<file path="config.mk">
export PLATFORM = sky130hd
export DESIGN_NAME = servo_pwm_multi
export DESIGN_NICKNAME = d
export VERILOG_FILES = /design/src/rtl/servo_pwm_multi.sv
export SDC_FILE = /design/constraint.sdc
export NUM_CORES = 1
export LEC_CHECK = 0
export ABC_AREA = 0
export ABC_CLOCK_PERIOD_IN_PS = 5100
export CORE_ASPECT_RATIO = 2
export CORE_MARGIN = 8
export CORE_UTILIZATION = 61
export DETAILED_ROUTE_END_ITERATION = 7
export PLACE_DENSITY_LB_ADDON = 0.25
export SETUP_SLACK_MARGIN = 0.15
export SLEW_MARGIN = 5
export SYNTH_ARGS = -nofsm -noshare
export SYNTH_HDL_FRONTEND = slang
export SYNTH_SLANG_ARGS = --single-unit
</file>
<file path="constraint.sdc">
create_clock -name clk -period 5.1 [get_ports clk]
set_input_delay 0.51 -clock clk [delete_from_list [all_inputs] [get_ports clk]]
set_output_delay 0.51 -clock clk [all_outputs]
set_load 0.05 [all_outputs]
</file>
<file path="src/rtl/servo_pwm_multi.sv">
// Centre-aligned multi-phase PWM with dead-time insertion, fault latch
// and double-buffered compare/period registers on an Avalon-MM slave.
module servo_pwm_multi #(
    parameter int NCH = 3,
    parameter int CW  = 16,
    parameter int DTW = 8
) (
    input  logic           clk,
    input  logic           reset_n,
    input  logic [5:0]     MMS_addr,
    input  logic           MMS_write,
    input  logic [31:0]    MMS_writedata,
    input  logic           MMS_read,
    output logic [31:0]    MMS_readdata,
    input  logic           fault_n,
    output logic [NCH-1:0] Udrive,
    output logic [NCH-1:0] Ldrive,
    output logic           irqout
);

    localparam logic [5:0] A_MAX  = 6'h20;
    localparam logic [5:0] A_DT   = 6'h21;
    localparam logic [5:0] A_CTRL = 6'h22;
    localparam logic [5:0] A_UPD  = 6'h23;
    localparam logic [5:0] A_FCLR = 6'h24;
    localparam logic [5:0] A_STAT = 6'h25;

    logic [CW-1:0]  sh_low   [NCH];
    logic [CW-1:0]  sh_high  [NCH];
    logic [CW-1:0]  act_low  [NCH];
    logic [CW-1:0]  act_high [NCH];
    logic [DTW-1:0] dc_u     [NCH];
    logic [DTW-1:0] dc_l     [NCH];
    logic [CW-1:0]  sh_max, act_max, ctr;
    logic [DTW-1:0] deadtime;
    logic [4:0]     ctrl;
    logic           countup, fault, pending;

    logic           enable, max_ev, zero_ev, apply;
    logic           upd_req, fclr_req, fault_set, fault_now;
    logic [NCH-1:0] raw_u, raw_l;
    logic [31:0]    status;
    logic           unused_wd;

    assign unused_wd = ^MMS_writedata;

    assign enable    = ctrl[4];
    assign max_ev    = enable && countup && (ctr == act_max);
    assign zero_ev   = enable && !countup && (ctr == '0);
    assign upd_req   = MMS_write && (MMS_addr == A_UPD) && MMS_writedata[0];
    assign fclr_req  = MMS_write && (MMS_addr == A_FCLR) && MMS_writedata[0];
    assign fault_set = enable && !fault_n;
    assign fault_now = fault || fault_set;

    // A stopped counter is parked at zero, so it counts as a zero point.
    assign apply = pending &&
                   ((max_ev && ctrl[1]) ||
                    ((zero_ev || !enable) && ctrl[0]));

    always_comb begin
        raw_u = '0;
        raw_l = '0;
        for (int k = 0; k < NCH; k++) begin
            raw_u[k] = ctr > act_high[k];
            raw_l[k] = ctr < act_low[k];
        end
    end

    always_comb begin
        status         = '0;
        status[CW-1:0] = ctr;
        status[29]     = countup;
        status[30]     = pending;
        status[31]     = fault;
    end

    always_ff @(posedge clk) begin
        if (!reset_n) begin
            for (int k = 0; k < NCH; k++) begin
                sh_low[k]   <= '0;
                sh_high[k]  <= '1;
                act_low[k]  <= '0;
                act_high[k] <= '1;
            end
            sh_max   <= '1;
            act_max  <= '1;
            deadtime <= '0;
            ctrl     <= '0;
            pending  <= 1'b0;
        end else begin
            if (MMS_write) begin
                for (int k = 0; k < NCH; k++) begin
                    if (MMS_addr == 6'(2 * k))
                        sh_low[k] <= MMS_writedata[CW-1:0];
                    if (MMS_addr == 6'(2 * k + 1))
                        sh_high[k] <= MMS_writedata[CW-1:0];
                end
                if (MMS_addr == A_MAX)
                    sh_max <= MMS_writedata[CW-1:0];
                if (MMS_addr == A_DT)
                    deadtime <= MMS_writedata[DTW-1:0];
                if (MMS_addr == A_CTRL)
                    ctrl <= MMS_writedata[4:0];
            end
            if (apply) begin
                for (int k = 0; k < NCH; k++) begin
                    act_low[k]  <= sh_low[k];
                    act_high[k] <= sh_high[k];
                end
                act_max <= sh_max;
            end
            pending <= upd_req || (pending && !apply);
        end
    end

    always_ff @(posedge clk) begin
        if (!reset_n) begin
            ctr          <= '0;
            countup      <= 1'b1;
            fault        <= 1'b0;
            irqout       <= 1'b0;
            MMS_readdata <= '0;
        end else begin
            if (!enable) begin
                ctr     <= '0;
                countup <= 1'b1;
            end else if (countup) begin
                if (ctr == act_max) countup <= 1'b0;
                else                ctr     <= ctr + 1'b1;
            end else begin
                if (ctr == '0) countup <= 1'b1;
                else           ctr     <= ctr - 1'b1;
            end
            if (fault_set)
                fault <= 1'b1;
            else if (fclr_req && fault_n)
                fault <= 1'b0;
            irqout <= (zero_ev && ctrl[2]) || (max_ev && ctrl[3]) ||
                      (fault_set && !fault);
            MMS_readdata <= (MMS_read && MMS_addr == A_STAT) ? status : '0;
        end
    end

    // Each drive only turns on after its raw level has held for deadtime+1 cycles.
    always_ff @(posedge clk) begin
        if (!reset_n) begin
            for (int k = 0; k < NCH; k++) begin
                dc_u[k] <= '0;
                dc_l[k] <= '0;
            end
            Udrive <= '0;
            Ldrive <= '0;
        end else begin
            for (int k = 0; k < NCH; k++) begin
                if (fault_now || !raw_u[k] || raw_l[k]) begin
                    dc_u[k]   <= '0;
                    Udrive[k] <= 1'b0;
                end else begin
                    Udrive[k] <= (dc_u[k] == deadtime);
                    if (dc_u[k] < deadtime) dc_u[k] <= dc_u[k] + 1'b1;
                end
                if (fault_now || !raw_l[k] || raw_u[k]) begin
                    dc_l[k]   <= '0;
                    Ldrive[k] <= 1'b0;
                end else begin
                    Ldrive[k] <= (dc_l[k] == deadtime);
                    if (dc_l[k] < deadtime) dc_l[k] <= dc_l[k] + 1'b1;
                end
            end
        end
    end

endmodule

</file>
==> load_flow_metrics.sql <==
INSERT INTO impl_metrics (metric_group, metric, value, unit) VALUES
('setup_path', 'critical_path.slowest_cell', 'dfxtp_1', ''),
('setup_path', 'path_common_cell', 'a21o_1', ''),
('detailed_routing', 'routed_wirelength', '35990', 'um'),
('synthesis', 'synth_seq_cells', '330', ''),
('placed_design', 'gp_weighted_congestion', '0.8935', ''),
('timing', 'final.setup.tns', '0', 'ns'),
('synthesis', 'post_synth_inst_count', '1423', ''),
('clock_network', 'cts_tree', 'built', ''),
('placed_design', 'dp.final_hpwl', '25470', 'um'),
('cells_and_area', 'finish.net_count', '1693', ''),
('floorplanning', 'row_count', '85', ''),
('pwr', 'p_leak', '7.825', 'nW'),
('setup_path', 'critPathLaunchType', 'flip-flop', ''),
('global_routing', 'wire_length_of_the_first_global_routing_pass', '56950', 'um'),
('detailed_routing', 'drt-wirelength-per-cell', '19.37', 'um'),
('setup_path', 'worst-endpoint-arrival', '3.89', 'ns'),
('setup_path', 'cp_num_buf_inv', '0', ''),
('pwr', 'vdd.ir_drop.worst', '0.0003346', 'V'),
('synthesis', 'async_reset_ff_frac', '0', ''),
('synthesis', 'synth_cell_types', '65', ''),
('synthesis', 'mean_area_per_synthesized_cell', '11.56', 'um^2'),
('synthesis', 'synth-seq-area-share', '0.5479', ''),
('setup_path', 'worst-setup-path-type', 'flip-flop to flip-flop', ''),
('clock_network', 'cts.path.max_buffers', '3', ''),
('setup_path', 'cp-startpoint', 'ctr[9]$_SDFFE_PN0P_', ''),
('floorplanning', 'fp.dieArea', '32780', 'um^2'),
('timing', 'setup_viol', '0', ''),
('synthesis', 'synth_top_flop_cell', 'edfxtp_1', ''),
('synthesis', 'synth_top_cell_area_share', '0.4383', ''),
('cells_and_area', 'nFillCells', '1945', ''),
('global_routing', 'track_usage', '0.2203', ''),
('clock_network', 'hold_buffers', '0', ''),
('min_path', 'hold_path.startpoint', 'reset_n', ''),
('setup_path', 'cells_along_the_critical_path', 'ha_1, a21o_1, a21o_1, a21oi_1, o211ai_1, a221oi_2, or4_1, or2_1', ''),
('min_path', 'kind_of_path_behind_the_tightest_hold_check', 'input port to flip-flop', ''),
('setup_path', 'cp_slowest_stage_delay', '0.74', 'ns'),
('setup_path', 'critical_path.endpoint_type', 'flip-flop', ''),
('cells_and_area', 'drive_gt1_frac', '0.06093', ''),
('global_routing', 'grt_max_degree', '57', ''),
('detailed_routing', 'drc_errors', '0', ''),
('timing', 'timing_hold_violations_final', '0', ''),
('timing', 'timing.final.crit_period', '3.664', 'ns'),
('synthesis', 'synth.cell_area', '16440', 'um^2'),
('job', 'drv.max_cap_violation_count', '0', ''),
('placed_design', 'portBuffers', '52', ''),
('setup_path', 'critical_path.max_fanout', '11', ''),
('synthesis', 'synth_enable_flop_cells', '240', ''),
('global_routing', 'globalRoute.totalOverflow', '0', ''),
('timing', 'finClkSkew', '0.01453', 'ns'),
('cells_and_area', 'multi_input_comb_area', '6829', 'um^2'),
('cells_and_area', 'final-seq-area', '9009', 'um^2'),
('setup_path', 'gate_family_responsible_for_the_most_delay_along_the_worst_path', 'compound AO/OA/AOI/OAI gates', ''),
('cells_and_area', 'area_growth', '11.25', '%'),
('detailed_routing', 'drtAntennaViolNets', '0', ''),
('timing', 'rsz_0062_raised_after_global_routing', 'false', ''),
('setup_path', 'worstPathRequired', '5.33', 'ns'),
('synthesis', 'synth_area_leaders', 'edfxtp_1 44%, ha_1 12%, dfxtp_1 11%, and2_1 3.3%, inv_1 2.6%', ''),
('detailed_routing', 'vias', '10680', ''),
('timing', 'timing.fmax', '0.2730', 'GHz'),
('detailed_routing', 'vias_per_cell', '5.750', ''),
('floorplanning', 'coreArea', '26690', 'um^2'),
('floorplanning', 'die-width', '132.1', 'um'),
('detailed_routing', 'drt_pre_antenna_iters', '6', ''),
('timing', 'max-slew-margin-rel', '0.2400', ''),
('global_routing', 'grt_pass1_vias', '10720', ''),
('setup_path', 'worstReg2RegStart', 'ctr[9]$_SDFFE_PN0P_', ''),
('outcome', 'outcome', 'complete, no violations', ''),
('timing', 'maxSlewViolCount', '0', ''),
('timing', 'tightestPinTransition', '1.136', 'ns'),
('cells_and_area', 'post_layout_nonfiller_instances', '1858', ''),
('clock_network', 'clock_sink_count', '330', '');
[worst reg2reg max path, cell delays in order, from the launching register on]
cell	delay, ns
dfxtp_1	0.74
ha_1	0.37
a21o_1	0.16
a21o_1	0.17
a21oi_1	0.26
o211ai_1	0.19
a221oi_2	0.60
or4_1	0.46
or2_1	0.38
[registers in the layout, indices dropped and copies added (netlist names), 19 cells and up]
signal,count
MMS_readdata,19
act_high,48
act_low,48
dc_l,24
dc_u,24
sh_high,48
sh_low,48
[cells by family (layout without fill, tap and decap cells)]
logic type	after synthesis	count (layout)	share of synthesized area
other	1	13	0.0002281
adders and majority gates	162	162	0.1237
and+or+nand+nor	496	496	0.1605
muxes	39	39	0.02374
buffers and inverters	157	232	0.04071
xor gates and xnor gates	64	64	0.03409
DFF	330	330	0.5479
AOI/OAI and AO/OA	174	174	0.06917
[through the flow]
stage	hold slack, ns	cell area (um^2)	total power, mW	util	worst slack [ns]
2_1_floorplan	0.4403	16490	3.614	-	0.4576
3_3_place_gp	0.4501	17330	3.754	0.6492	1.576
3_5_place_dp	0.4574	17330	3.799	0.6492	1.511
4_1_cts	0.4226	18290	5.968	0.6851	1.470
5_1_grt	0.4582	18290	6.157	0.6853	1.290
6_report	0.4602	18290	5.941	0.6853	1.436
[synth_stat cells (14+ instances only)]
| cell type | n |
|---|---|
| ha_1 | 161 |
| inv_1 | 114 |
| clkbuf_1 | 18 |
| a21o_1 | 36 |
| xnor2_1 | 41 |
| nand2_1 | 92 |
| buf_4 | 15 |
| nand3_1 | 42 |
| mux2i_1 | 39 |
| and3_1 | 14 |
| or2_2 | 18 |
| xor2_1 | 23 |
| o21ai_0 | 32 |
| dfxtp_1 | 90 |
| nand4_1 | 34 |
| nor2_1 | 92 |
| edfxtp_1 | 240 |
| a21oi_1 | 49 |
| and2_1 | 87 |
| nand2b_1 | 49 |
[power by group]
group / total [mW] / internal [mW] / switching (mW)
Sequential: 3.15 / 3.05 / 0.102
Clock: 2.20 / 1.18 / 1.01
Combinational: 0.596 / 0.238 / 0.358
[cell usage in the layout (no fill, tap or decap), drive strengths merged, types with 13 or more instances in the layout]
| master | n |
|---|---|
| edfxtp | 240 |
| xnor2 | 41 |
| xor2 | 23 |
| nand4 | 34 |
| and3 | 14 |
| and2 | 89 |
| nand3 | 42 |
| nand2 | 92 |
| dfxtp | 90 |
| a21o | 36 |
| nor2 | 93 |
| inv | 121 |
| conb | 13 |
| mux2i | 39 |
| a21oi | 49 |
| nand2b | 49 |
| clkbuf | 35 |
| clkdlybuf4s50 | 51 |
| o21ai | 34 |
| ha | 161 |
| buf | 15 |
| or2 | 19 |
[layer usage]
metal,share of wire,track usage
met5,0,0
met4,0.045,0.1084
met3,0.054,0.02787
met2,0.49,0.3805
met1,0.41,0.2679
[path summary, 6_finish.rpt]
| kind | slack, ns | cells after the start | end |
|---|---|---|---|
| max | 1.44 | 8 | dc_u[1][7]$_SDFFCE_PN0P_ |
| min | 0.46 | 3 | act_max[4]$_SDFFE_PN1P_ |
| max reg2reg | 1.44 | 8 | dc_u[1][7]$_SDFFCE_PN0P_ |
| min reg2reg | 0.47 | 2 | act_max[6]$_SDFFE_PN1P_ |
[area by class of cell]
class,instances,share of cell area
clock inverter,17,0.006840
inverter,114,0.02339
clock buffer,35,0.04555
tap,348,0.02380
multi-input combinational,948,0.3733
sequential,330,0.4925
timing repair buffer,66,0.03461
No activity file was read; power rests on OpenSTA's default activity.
